<file path="src/rtl/uart_fifo_io.sv">
// uart_fifo_io: register-mapped UART with TX/RX FIFOs,
// RX irq threshold, level readback, flush and loopback.
module uart_fifo_io #(
  parameter int unsigned DATA_BITS    = 8,
  parameter int unsigned FIFO_DEPTH   = 16,
  parameter logic [15:0] PRESCALE_RST = 16'd433
) (
  input  logic       clk,
  input  logic       rst,
  input  logic [2:0] AD,
  input  logic [7:0] DI,
  output logic [7:0] DO,
  input  logic       rw,
  input  logic       cs,
  output logic       irq,
  input  logic       rxd,
  output logic       txd
);
  localparam int unsigned AW = $clog2(FIFO_DEPTH);
  localparam int unsigned CW = AW + 1;
  localparam logic [CW-1:0] FULL = CW'(FIFO_DEPTH);
  localparam logic [2:0] LAST = 3'(DATA_BITS - 1);

  typedef enum logic [1:0] {IDLE, START, DATA, STOP} st_t;

  logic [15:0] prescale, eff;
  logic rie, tie, roe, rfe, loopback;
  logic [7:0] rx_thresh;

  logic [DATA_BITS-1:0] tx_mem [FIFO_DEPTH];
  logic [DATA_BITS-1:0] rx_mem [FIFO_DEPTH];
  logic [AW-1:0] tx_wp, tx_rp, rx_wp, rx_rp;
  logic [CW-1:0] tx_cnt, rx_cnt;

  st_t tx_st, rx_st;
  logic [15:0] tx_tmr, tx_div, rx_tmr, rx_div;
  logic [2:0] tx_bit, rx_bit;
  logic [DATA_BITS-1:0] tx_sh, rx_sh;
  logic rx_s1, rx_s2, rx_prev;

  logic rd, wr, rx_flush, tx_flush;
  logic rx_pop, tx_pop, rx_push, tx_push;
  logic tx_end, rx_tick, rx_stop, rx_full;
  logic txe, riq, tiq;

  function automatic logic [7:0] sat8(input logic [CW-1:0] c);
    logic [15:0] w;
    w = 16'(c);
    return (w > 16'd255) ? 8'hFF : w[7:0];
  endfunction

  assign rd = cs & rw;
  assign wr = cs & ~rw;
  assign rx_flush = wr & (AD == 3'd7) & DI[0];
  assign tx_flush = wr & (AD == 3'd7) & DI[1];
  assign eff = (prescale < 16'd3) ? 16'd3 : prescale;

  assign tx_end = (tx_tmr == tx_div);
  assign tx_pop = !tx_flush && (tx_cnt != '0) &&
                  ((tx_st == IDLE) || ((tx_st == STOP) && tx_end));
  assign tx_push = wr && (AD == 3'd0) && !tx_flush &&
                   ((tx_cnt != FULL) || tx_pop);

  assign rx_pop = rd && (AD == 3'd0) && !rx_flush && (rx_cnt != '0);
  assign rx_tick = (rx_st == START) ?
                   (rx_tmr == {1'b0, rx_div[15:1]}) :
                   (rx_tmr == rx_div);
  assign rx_stop = (rx_st == STOP) && rx_tick;
  assign rx_full = (rx_cnt == FULL) && !rx_pop;
  assign rx_push = rx_stop && rx_s2 && !rx_full && !rx_flush;

  assign txe = (tx_cnt == '0) && (tx_st == IDLE);
  assign riq = rie && (16'(rx_cnt) >= 16'(rx_thresh));
  assign tiq = tie && txe;
  assign irq = riq | tiq;

  // CPU register file, read data and sticky error flags
  always_ff @(posedge clk or negedge rst) begin
    if (!rst) begin
      DO        <= '0;
      prescale  <= PRESCALE_RST;
      rie       <= 1'b0;
      tie       <= 1'b0;
      roe       <= 1'b0;
      rfe       <= 1'b0;
      rx_thresh <= 8'd1;
      loopback  <= 1'b0;
    end else begin
      if (rd) begin
        unique case (AD)
          3'd0: DO <= (rx_cnt != '0) ? 8'(rx_mem[rx_rp]) : 8'h00;
          3'd1: begin
            DO  <= {tiq, riq, tie, rie, txe, rfe, roe, (rx_cnt != '0)};
            roe <= 1'b0;
            rfe <= 1'b0;
          end
          3'd2: DO <= prescale[15:8];
          3'd3: DO <= prescale[7:0];
          3'd4: DO <= sat8(rx_cnt);
          3'd5: DO <= sat8(tx_cnt);
          3'd6: DO <= rx_thresh;
          3'd7: DO <= {5'b0, loopback, 2'b0};
        endcase
      end
      if (wr) begin
        unique case (AD)
          3'd1: {tie, rie} <= DI[5:4];
          3'd2: prescale[15:8] <= DI;
          3'd3: prescale[7:0] <= DI;
          3'd6: rx_thresh <= (DI == 8'd0) ? 8'd1 : DI;
          3'd7: loopback <= DI[2];
          default: ;
        endcase
      end
      if (rx_stop && !rx_s2) rfe <= 1'b1;
      if (rx_stop && rx_s2 && rx_full && !rx_flush) roe <= 1'b1;
    end
  end

  // TX FIFO pointers and occupancy; flush wins
  always_ff @(posedge clk or negedge rst) begin
    if (!rst) begin
      tx_wp  <= '0;
      tx_rp  <= '0;
      tx_cnt <= '0;
    end else if (tx_flush) begin
      tx_wp  <= '0;
      tx_rp  <= '0;
      tx_cnt <= '0;
    end else begin
      if (tx_push) tx_wp <= tx_wp + 1'b1;
      if (tx_pop) tx_rp <= tx_rp + 1'b1;
      tx_cnt <= tx_cnt + CW'(tx_push) - CW'(tx_pop);
    end
  end

  // RX FIFO pointers and occupancy; flush wins
  always_ff @(posedge clk or negedge rst) begin
    if (!rst) begin
      rx_wp  <= '0;
      rx_rp  <= '0;
      rx_cnt <= '0;
    end else if (rx_flush) begin
      rx_wp  <= '0;
      rx_rp  <= '0;
      rx_cnt <= '0;
    end else begin
      if (rx_push) rx_wp <= rx_wp + 1'b1;
      if (rx_pop) rx_rp <= rx_rp + 1'b1;
      rx_cnt <= rx_cnt + CW'(rx_push) - CW'(rx_pop);
    end
  end

  // FIFO storage arrays, contents need no reset
  always_ff @(posedge clk) begin
    if (tx_push) tx_mem[tx_wp] <= DI[DATA_BITS-1:0];
    if (rx_push) rx_mem[rx_wp] <= rx_sh;
  end

  // TX engine: start, data LSB first, stop, frames back to back
  always_ff @(posedge clk or negedge rst) begin
    if (!rst) begin
      tx_st  <= IDLE;
      txd    <= 1'b1;
      tx_tmr <= '0;
      tx_div <= '0;
      tx_bit <= '0;
      tx_sh  <= '0;
    end else begin
      tx_tmr <= tx_tmr + 16'd1;
      unique case (tx_st)
        IDLE: begin
          tx_tmr <= '0;
          if (tx_pop) begin
            tx_st  <= START;
            txd    <= 1'b0;
            tx_sh  <= tx_mem[tx_rp];
            tx_div <= eff;
          end
        end
        START: if (tx_end) begin
          tx_st  <= DATA;
          txd    <= tx_sh[0];
          tx_sh  <= tx_sh >> 1;
          tx_bit <= '0;
          tx_tmr <= '0;
          tx_div <= eff;
        end
        DATA: if (tx_end) begin
          tx_tmr <= '0;
          tx_div <= eff;
          if (tx_bit == LAST) begin
            tx_st <= STOP;
            txd   <= 1'b1;
          end else begin
            tx_bit <= tx_bit + 3'd1;
            txd    <= tx_sh[0];
            tx_sh  <= tx_sh >> 1;
          end
        end
        STOP: if (tx_end) begin
          tx_tmr <= '0;
          tx_div <= eff;
          if (tx_pop) begin
            tx_st <= START;
            txd   <= 1'b0;
            tx_sh <= tx_mem[tx_rp];
          end else begin
            tx_st <= IDLE;
          end
        end
      endcase
    end
  end

  // RX synchroniser and engine; loopback taps txd internally
  always_ff @(posedge clk or negedge rst) begin
    if (!rst) begin
      rx_s1   <= 1'b1;
      rx_s2   <= 1'b1;
      rx_prev <= 1'b1;
      rx_st   <= IDLE;
      rx_tmr  <= '0;
      rx_div  <= '0;
      rx_bit  <= '0;
      rx_sh   <= '0;
    end else begin
      rx_s1   <= loopback ? txd : rxd;
      rx_s2   <= rx_s1;
      rx_prev <= rx_s2;
      rx_tmr  <= rx_tmr + 16'd1;
      unique case (rx_st)
        IDLE: begin
          rx_tmr <= '0;
          if (rx_prev && !rx_s2) begin
            rx_st  <= START;
            rx_div <= eff;
          end
        end
        START: if (rx_tick) begin
          rx_tmr <= '0;
          rx_bit <= '0;
          rx_st  <= rx_s2 ? IDLE : DATA;
        end
        DATA: if (rx_tick) begin
          rx_tmr <= '0;
          rx_div <= eff;
          rx_sh  <= {rx_s2, rx_sh[DATA_BITS-1:1]};
          if (rx_bit == LAST) rx_st <= STOP;
          else rx_bit <= rx_bit + 3'd1;
        end
        STOP: if (rx_tick) rx_st <= IDLE;
      endcase
    end
  end

endmodule
</file>
<file path="config.mk">
export PLATFORM = sky130hd
export DESIGN_NAME = uart_fifo_io
export DESIGN_NICKNAME = d
export VERILOG_FILES = /design/src/rtl/uart_fifo_io.sv
export SDC_FILE = /design/constraint.sdc
export NUM_CORES = 1
export LEC_CHECK = 0
export ABC_AREA = 1
export ABC_CLOCK_PERIOD_IN_PS = 4200
export CAP_MARGIN = 10
export CORE_MARGIN = 2
export CORE_UTILIZATION = 63
export DETAILED_ROUTE_END_ITERATION = 7
export HOLD_SLACK_MARGIN = 0.03
export PLACE_DENSITY = 0.85
export SYNTH_ARGS = -nofsm -noshare
export SYNTH_HDL_FRONTEND = slang
export SYNTH_SLANG_ARGS = --single-unit
</file>
<file path="constraint.sdc">
create_clock -name clk -period 4.2 [get_ports clk]
set_clock_uncertainty 0.2 [all_clocks]
set_input_delay 0.42 -clock clk [delete_from_list [all_inputs] [get_ports clk]]
set_output_delay 0.42 -clock clk [all_outputs]
set_load 0.01 [all_outputs]
</file>
# Word-level counts from Yosys, hierarchy flattened
# Memories as Yosys holds them, arrays and structs flattened.
# Index checks and enable logic that the tools add are counted.
[word_totals]
regBits = 157
latchBits = 0
ramBits = 256
romBits = 0
in_bits = 16
out_inout_bits = 10
n_memories = 2
[memory_table]
columns = ["memory", "depth", "word_bits", "read_ports", "rd_clocked_by_memory_dff", "write_ports", "line", "text"]
rows = [
  ["rx_mem", 16, 8, 1, 0, 1, "31", "logic [DATA_BITS-1:0] rx_mem [FIFO_DEPTH];"],
  ["tx_mem", 16, 8, 1, 0, 1, "30", "logic [DATA_BITS-1:0] tx_mem [FIFO_DEPTH];"],
]
[classes]
add_sub_neg = 12
multipliers = 0
n_div = 0
n_lt_le_gt_ge = 2
n_eq_ne = 33
shift = 0
n_mux = 68
bitwise_logic = 7
n_reduce_logical = 64
[op_table]
columns = ["op", "count"]
rows = [
  ["16-bit case mux with 2 select lines", 4],
  ["16-bit two-way mux", 7],
  ["8-bit case mux with 8 select lines", 1],
  ["8-bit two-way mux", 7],
  ["16-bit by 1-bit adder with 16-bit output (second input constant)", 2],
  ["16-bit equality test", 2],
  ["4-bit two-way mux", 8],
  ["8-bit case mux with 4 select lines", 1],
  ["2-bit != test (second input constant)", 12],
  ["2-bit two-way mux", 11],
  ["2-bit nonzero test", 11],
  ["1-bit logical AND", 21],
  ["3-bit equality test (second input constant)", 6],
  ["3-bit two-way mux", 6],
  ["2-bit AND reduction", 9],
  ["4-bit by 1-bit adder with 4-bit output (second input constant)", 4],
  ["16-bit by 15-bit equality test with 1-bit output", 1],
  ["16-bit by 2-bit < comparator with 1-bit output (second input constant)", 1],
  ["1-bit two-way mux", 16],
  ["2-bit case mux with 4 select lines", 2],
  ["3-bit case mux with 2 select lines", 2],
  ["4-bit AND reduction", 3],
  ["5-bit by 1-bit adder with 5-bit output", 2],
  ["5-bit two-way mux", 2],
  ["other kinds (25)", 45],
]

# Logic depth before layout (Yosys ltp)
# Gate-level depths: netlist of the first run.
[depth]
ltp_word = 15
depth_mapped = 28
ltp_nobuf = 26

# Least setup slack after synthesis of the first run
# Ideal clock, no wire load.
[synth_path]
path_kind = "reg2reg"
startpoint = "register with a tool-made name"
endpoint = "register rx_cnt[4]"
setup_ps = 125
arrival_time_ps = 3160
required_time_ps = 3875
setup_slack_ps = 715
stages_incl_launch_ff = 28
path_buffers = 2
synth_period_minus_slack_ps = 3485
cell_sequence = "dfrtp_1 -> inv_1 -> ha_1 -> buf_6 -> inv_4 -> buf_6 -> nand2_1 -> nand3_1 -> nand2_1 -> nor2_1 -> nand2_1 -> nor2_2 -> nand2_4 -> nor2_4 -> nand2_2 -> nor2_8 -> nand2_1 -> ha_1 -> inv_1 -> ha_1 -> inv_1 -> fa_1 -> inv_1 -> nand2_1 -> a21oi_1 -> nor2_1 -> xor2_1 -> nor2_1"
[synth_lines]
columns = ["element", "line", "text"]
rows = [
  ["to (signal assigned)", "150", "rx_cnt <= rx_cnt + CW'(rx_push) - CW'(rx_pop);"],
  ["to (decl)", "33", "logic [CW-1:0] tx_cnt, rx_cnt;"],
]

==> impl_results.md, run 1 <==
* Psw at between 4 and 5 mW
* Max Slew Vio Count at 0
* Worst Setup End Kind: register
* Worst-skew pair later-pin latency at approximately 540 ps
* DRT Wirelength at roughly 44000 um
* YS warnings at 0
* Final HPWL DP at 28340 um
* Crit path max-delay family: simple AND/OR/NAND/NOR gates
* Layout fillers at 1939
* Placed Cells at about 2200
* Post-synth EDFFs at 256
* Main combinational cell family by area after synthesis: simple AND/OR/NAND/NOR gates
* Syn nets at roughly 1900
* Final Hold Fails at 0
* Slowest library cell on the worst path: dfrtp_1
* GR Overflow Total at 0
* FMAX at between 0.2 and 0.3 GHz
* Vias per cell at 5.926
* Vias in the first global route at about 13000
* Hold endpoint: rx_s2$_DFF_PN1_
* Die Ht at between 150 and 200 um
* Clk sinks at approximately 410
* Overall routing resource usage at 0.2857
* Placer congestion estimate at ~1.0
* I/O Pins at 26
* CTS Buffer Depth at 3
* Type of origin of the critical path: register
* Count leader, synth: nand2_1
* WP data required at approximately 4400 ps
* Antenna diodes at 0
* Nets at approximately 2000
* Synth cell types at 53
* Site row count at between 60 and 70
* Compound-cell area share of the yosys netlist at 0.1087
* Arrival time at the worst endpoint at 4160 ps
* Lkg Pwr at ~8.5 nW
* Area Growth Syn to Fin at 11.27%
* Clk pin slew, worst setup/hold paths at 60 ps
* Worst slew pin tran at approximately 1100 ps
* Final setup vio count at 0
* Root buf cell: clkbuf_16
* Initial Util at 0.6353
* Setup Buffers After CTS at 0
* Internal power contribution at 8.310 mW
* Terminus of the critical flop-to-flop path: rx_cnt[4]$_DFF_PN0_
* Share of layout cells above drive strength 1 at 0.06986
* R2r setup slk at 250 ps
* Synthesized flop and latch total at 413
* Final Cycle Share at 0.9406
* Hold_sp: rx_s1$_DFF_PN1_
* Simple-gate share of the synthesized area at 0.1681
* DR iter-0 viols at ~1800
* Seq pwr share at 0.403
* CP bufs+invs at 5
* CTS tree: built
* Synth area leaders: edfxtp_1, dfrtp_1, nand2_1
* Clock power frac at 0.282
* DR pass1 iterations at 6
* Combinational fraction of design power at 0.316
* DR WL/cell at 19.09 um
* Pwr Density at 627.3 mW/mm^2
* Mapped Area at ~0.019 mm^2
* Post-Syn Instances at around 1800
* Slew HR at 0.2297
* Core Area at 0.02940 mm^2
* WS Path Type: reg2reg
* Non-Filler Instances at approximately 2300
* Final ANT Viol Nets at 0
* Critical Path Fanout Max at 18
* H-tree depth at 2
* Horiz. Die Dim at around 180 um
* Worst r2r path cells at 25
* Setup TNS at 0 ps
* Multiplexer area fraction after synthesis at 0.001608
* RSZ-0062 raised after global routing: false
* Post-Synth Adder-Cell Area at 0.03095
* Area leader, netlist: edfxtp_1
* Most used cell, CP: nand2_1
* Min-delay worst type: reg2reg
* Core Util, Final at 0.7068
* Clock buffer count from CTS at 42
* Die area at ~0.031 mm^2
* Post-synth top area share at 0.4116
* Hold Crit Depth at 0
* Xor/xnor share of the synthesized area at 0.01547
* Max stage delay on crit path at about 420 ps
* Period minus WS final at ~4000 ps
* Sequential share of the synthesized area at 0.6226
* Most used DFF post-synth: edfxtp_1
* Via count at around 14000
* Initial antenna violation count at 0
* IO Port Bufs at 25
* Max Cap Viol at 0
* Peak supply drop at 422.9 uV
* First-pass GRT wire length at 69030 um
* Ys async rst share at 0.3801
* Sw Share at 0.3625
* # DRC at 0
* Status: completed
* Mapped Avg Cell Area at roughly 10 um^2
* Commonest cells in the synthesized netlist: nand2_1, edfxtp_1, nor2_1
* Largest net degree at the start of global routing at ~110
[timing repair]
action                                 in CTS  in global routing
hold buffers                                1                  0
resized for setup                           0                  0
endpoints found under the hold margin     106                  0
[power by group through the flow]
stage	clock network, mW	registers, mW	logic [mW]
2_1_floorplan	0	5.14	3.03
3_3_place_gp	0	5.28	3.80
3_5_place_dp	0	5.30	4.00
4_1_cts	3.70	5.23	4.07
5_1_grt	3.86	5.30	4.59
6_report	3.67	5.25	4.12
[per-stage QoR]
step	setup WS, ps	cell area (um^2)	power, mW	hold WS [ps]
3_3_place_gp	401.1	19400	9.082	149.3
6_report	249.5	20780	13.04	158.3
2_1_floorplan	714.9	18680	8.174	-75.59
5_1_grt	33.98	20780	13.75	167.7
3_5_place_dp	264.7	19400	9.301	146.8
4_1_cts	312.2	20760	13.00	159.2
[worst reg2reg max path, delay by kind of cell (launching register included)]
kind / cells / cell delay, ps
buf+inv: 5 / 530
xor+xnor: 1 / 180
fa+ha+maj: 4 / 1010
flops: 1 / 420
compound gates: 1 / 150
simple gates: 14 / 1340
[sequential cells by signal, indices dropped and copies added, names as in the netlist, 8 cells and up, named ones only]
signal	flops
tx_div	16
tx_sh	8
tx_mem	128
DO	8
prescale	16
rx_sh	8
tx_tmr	16
rx_thresh	8
rx_tmr	16
rx_div	16
rx_mem	128
[layout make-up]
type,count,area (um^2),area share
sequential,413,11630,0.5597
multi-input combinational,1186,6068,0.2920
timing repair buffer,64,574.3,0.02763
tap,390,488.0,0.02348
inverter,178,670.6,0.03227
clock buffer,60,1190,0.05725
clock inverter,17,160.2,0.007706
[how the worst max path moves through the flow]
stage | cells past startpoint | end | slack [ps] | startpoint
6_report | 25 | rx_cnt[4]$_DFF_PN0_ | 250 | register
5_1_grt | 25 | rx_cnt[4]$_DFF_PN0_ | 30 | register
4_1_cts | 25 | rx_cnt[4]$_DFF_PN0_ | 310 | register
3_5_place_dp | 22 | rx_cnt[4]$_DFF_PN0_ | 260 | AD[0]
3_3_place_gp | 22 | rx_cnt[4]$_DFF_PN0_ | 400 | AD[0]
2_1_floorplan | 27 | rx_cnt[4]$_DFF_PN0_ | 710 | register
[cells in the final DEF (no fill, tap or decap), drive strengths merged, types with 23 or more instances in the layout]
cell type      netlist  final
o211ai              35     35
edfxtp             256    256
inv                172    173
buf                 20     38
nor3                28     28
clkdlybuf4s50        0     24
nor2               248    248
nand4               23     23
o21ai              224    224
clkbuf              49     60
dfrtp              147    147
ha                  43     43
nand2              333    333
nand3               94     94
xor2                29     29
a21oi               51     51
[metal layers]
| layer | wire [um] | vias to the layer above | GRT usage |
|---|---|---|---|
| li1 | - | 6390 | - |
| met5 | 0 | - | 0 |
| met1 | 16710 | 6500 | 0.3619 |
| met2 | 21940 | 656 | 0.4871 |
| met4 | 2118 | 0 | 0.1377 |
| met3 | 3295 | 132 | 0.04177 |
[kinds of logic after synthesis]
group | count (synthesis)
adders and majority gates | 45
AOI/OAI and AO/OA | 360
DFF | 413
xor gates and xnor gates | 33
muxes | 3
and+or+nand+nor | 745
buffers and inverters | 247
No activity file was read; power rests on OpenSTA's default activity.
==> run 2: changes to the inputs <==
CORE_ASPECT_RATIO = 1.2   (was not set)
==> run 2 against run 1 <==
- cell count down 0.39%
- register-to-register slack better by 70 ps
- sequential power up 1%
- via count about the same
- global-route usage up 0.11 points
- critical path type unchanged
- utilization down 0.46 points
- routed wire length down 1.0%
- clock-buffer cell count down 9
- first-iteration DRC count down 13%
- worst hold slack better by 4.5 ps
- critical path depth unchanged
- maximum frequency up 1.7%
- largest power group unchanged
==> impl_results.md, run 2 (synthesis gave the netlist of run 1 again) <==
* Hold Crit Depth at 0 (unchanged)
* Horiz. Die Dim at 161.2 um (-8.5%)
* # DRC at 0 (unchanged)
* Combinational fraction of design power at 0.315 (about the same)
* Worst r2r path cells at 25 (unchanged)
* Peak supply drop at 502.8 uV (+19%)
* GR Overflow Total at 0 (unchanged)
* Psw at 4.736 mW (+0.23%)
* Final HPWL DP at 28830 um (+1.7%)
* Setup TNS at 0 ps (unchanged)
* Core Util, Final at 0.7023 (-0.004557)
* Share of layout cells above drive strength 1 at 0.06705 (-0.002814)
* Clk pin slew, worst setup/hold paths at 60 ps (about the same)
* Terminus of the critical flop-to-flop path: rx_cnt[4]$_DFF_PN0_
* Clock buffer count from CTS at 39 (-7.1%)
* Core Area at 0.02944 mm^2 (+0.13%)
* Internal power contribution at 8.182 mW (-1.5%)
* Antenna diodes at 0 (unchanged)
* Overall routing resource usage at 0.2868 (+0.001118)
* CTS Buffer Depth at 3 (unchanged)
* Placer congestion estimate at 0.9727 (-2.8%)
* Final Cycle Share at 0.9250 (-0.01560)
* Register area at 0.01163 mm^2 (unchanged)
* Die Ht at 192.6 um (+9.3%)
* H-tree depth at 2 (unchanged)
* Pwr Density at 624.8 mW/mm^2 (-0.38%)
* Critical Path Fanout Max at 18 (unchanged)
* Multi-input gate area at 0.006068 mm^2 (unchanged)
* Worst slew pin tran at 1217 ps (+70.09 ps)
* Post_cts resized at 0 (unchanged)
* DRT Wirelength at 43610 um (-1.0%)
* FMAX at 0.2574 GHz (+1.7%)
* Nets at 1942 (-0.21%)
* Layout fillers at 2008 (+3.6%)
* Type of origin of the critical path: register
* I/O Pins at 26 (unchanged)
* Most common cell after layout, fill and taps aside: nand2_1
* Arrival time at the worst endpoint at 4110 ps (-50 ps)
* Final ANT Viol Nets at 0 (unchanged)
* Worst-skew pair later-pin latency at 550 ps (about the same)
* Root buf cell: clkbuf_16
* Initial Util at 0.6345 (-0.0008100)
* Final setup vio count at 0 (unchanged)
* DR iter-0 viols at 1546 (-13%)
* DR WL/cell at 18.97 um (-0.65%)
* Min-delay worst type: reg2reg
* Most frequent cells in the layout: nand2_1, edfxtp_1, nor2_1
* Worst hold slack at 162.7 ps (+4.458 ps)
* Status: completed
* Worst Setup End Kind: register
* Max Cap Viol at 0 (unchanged)
* Max Slew Vio Count at 0 (unchanged)
* Area Growth Syn to Fin at 10.69%
* Regs by FF count: rx_mem (128), tx_mem (128)
* IO Port Bufs at 25 (unchanged)
* Via count at 13670 (-0.066%)
* Seq pwr share at 0.411 (+0.008)
* Period minus WS final at 3885 ps (-65.53 ps)
* WS Path Type: reg2reg
* Hold_sp: rx_s1$_DFF_PN1_
* First-pass GRT wire length at 69430 um (+0.57%)
* Cts hold-fix bufs at 1 (unchanged)
* Initial antenna violation count at 0 (unchanged)
* DR pass1 iterations at 7 (+1)
* WP data required at 4420 ps (about the same)
* Placed cell area at 0.01938 mm^2 (-0.13%)
* CTS tree: built
* Vias in the first global route at 13340 (-0.28%)
* Final Hold Fails at 0 (unchanged)
* Clk sinks at 413 (unchanged)
* Setup Buffers After CTS at 0 (unchanged)
* Sw Share at 0.3666 (+0.004137)
* RSZ-0062 raised after global routing: false
* Clock power frac at 0.274 (-0.008)
* Vias per cell at 5.946 (+0.33%)
* Site row count at 69 (+9.5%)
* Hold endpoint: rx_s2$_DFF_PN1_
* Lkg Pwr at 8.395 nW (-0.93%)
* R2r setup slk at 320 ps (+70 ps)
* Largest net degree at the start of global routing at 91 (-19%)
* Die area at 0.03105 mm^2 (about the same)
* Final Cell Area at 0.02067 mm^2 (-0.52%)
* Slew HR at 0.1826 (-0.04708)
==> run 2: layout make-up <==
class                      instances  share of cell area
sequential                       413              0.5626
inverter                         178             0.03244
timing repair buffer              63             0.02608
clock buffer                      51             0.04938
clock inverter                    18             0.01241
tap                              390             0.02360
multi-input combinational       1186              0.2935
==> run 2: critical path: stages, from the launching register on <==
cell and delay (ps):
dfrtp_1 420, inv_1 90, ha_1 210, buf_4 240
nand2_1 100, nand3_1 110, nand2_1 60, nor2_1 110
nand2_1 80, nor2_2 120, nand2_4 130, nor2_4 120
nand2_2 90, nor2_8 130, nand2_1 80, ha_1 270
inv_1 60, ha_1 160, inv_1 60, fa_1 360
inv_1 80, nand2_1 80, a21oi_1 140, nor2_1 60
xor2_1 150, nor2_1 60
==> run 2: per-stage QoR <==
step	worst slack [ps]	power [mW]	cells
global placement	369.6	9.125	2228
floorplan	714.9	8.174	1846
finish	315.1	12.92	2299
CTS	341.9	12.91	2298
global route	64.01	13.67	2299
detailed placement	266.4	9.331	2228
==> run 2: worst max-delay path by stage <==
stage	startpoint	slack, ps	cells after the start	to
after global placement	AD[0]	370	22	rx_cnt[4]$_DFF_PN0_
after floorplan	register	710	27	rx_cnt[4]$_DFF_PN0_
after global routing	register	60	25	rx_cnt[4]$_DFF_PN0_
final	register	320	25	rx_cnt[4]$_DFF_PN0_
after CTS	register	340	25	rx_cnt[4]$_DFF_PN0_
after detailed placement	AD[0]	270	22	rx_cnt[4]$_DFF_PN0_
==> run 2: power by group through the flow <==
stage / combinational, mW / clock [mW] / sequential (mW)
floorplan: 3.03 / 0 / 5.14
global placement: 3.78 / 0 / 5.35
detailed placement: 3.96 / 0 / 5.37
CTS: 4.04 / 3.57 / 5.30
global route: 4.57 / 3.74 / 5.37
finish: 4.07 / 3.54 / 5.31
==> run 2: metal layers <==
layer,up-vias,part of all wire,GRT usage
met5,-,0,0
met2,566,0.50,0.4886
li1,6372,-,-
met3,122,0.064,0.04019
met1,6609,0.39,0.3664
met4,0,0.045,0.1380
==> run 3: changes to the inputs <==
CTS_CLUSTER_SIZE = 25   (was not set)
HOLD_SLACK_MARGIN = 0.15   (was 0.03)
==> results of run 3 <==
Same layout as run 2: the final DEF is identical, and so are final timing and power.
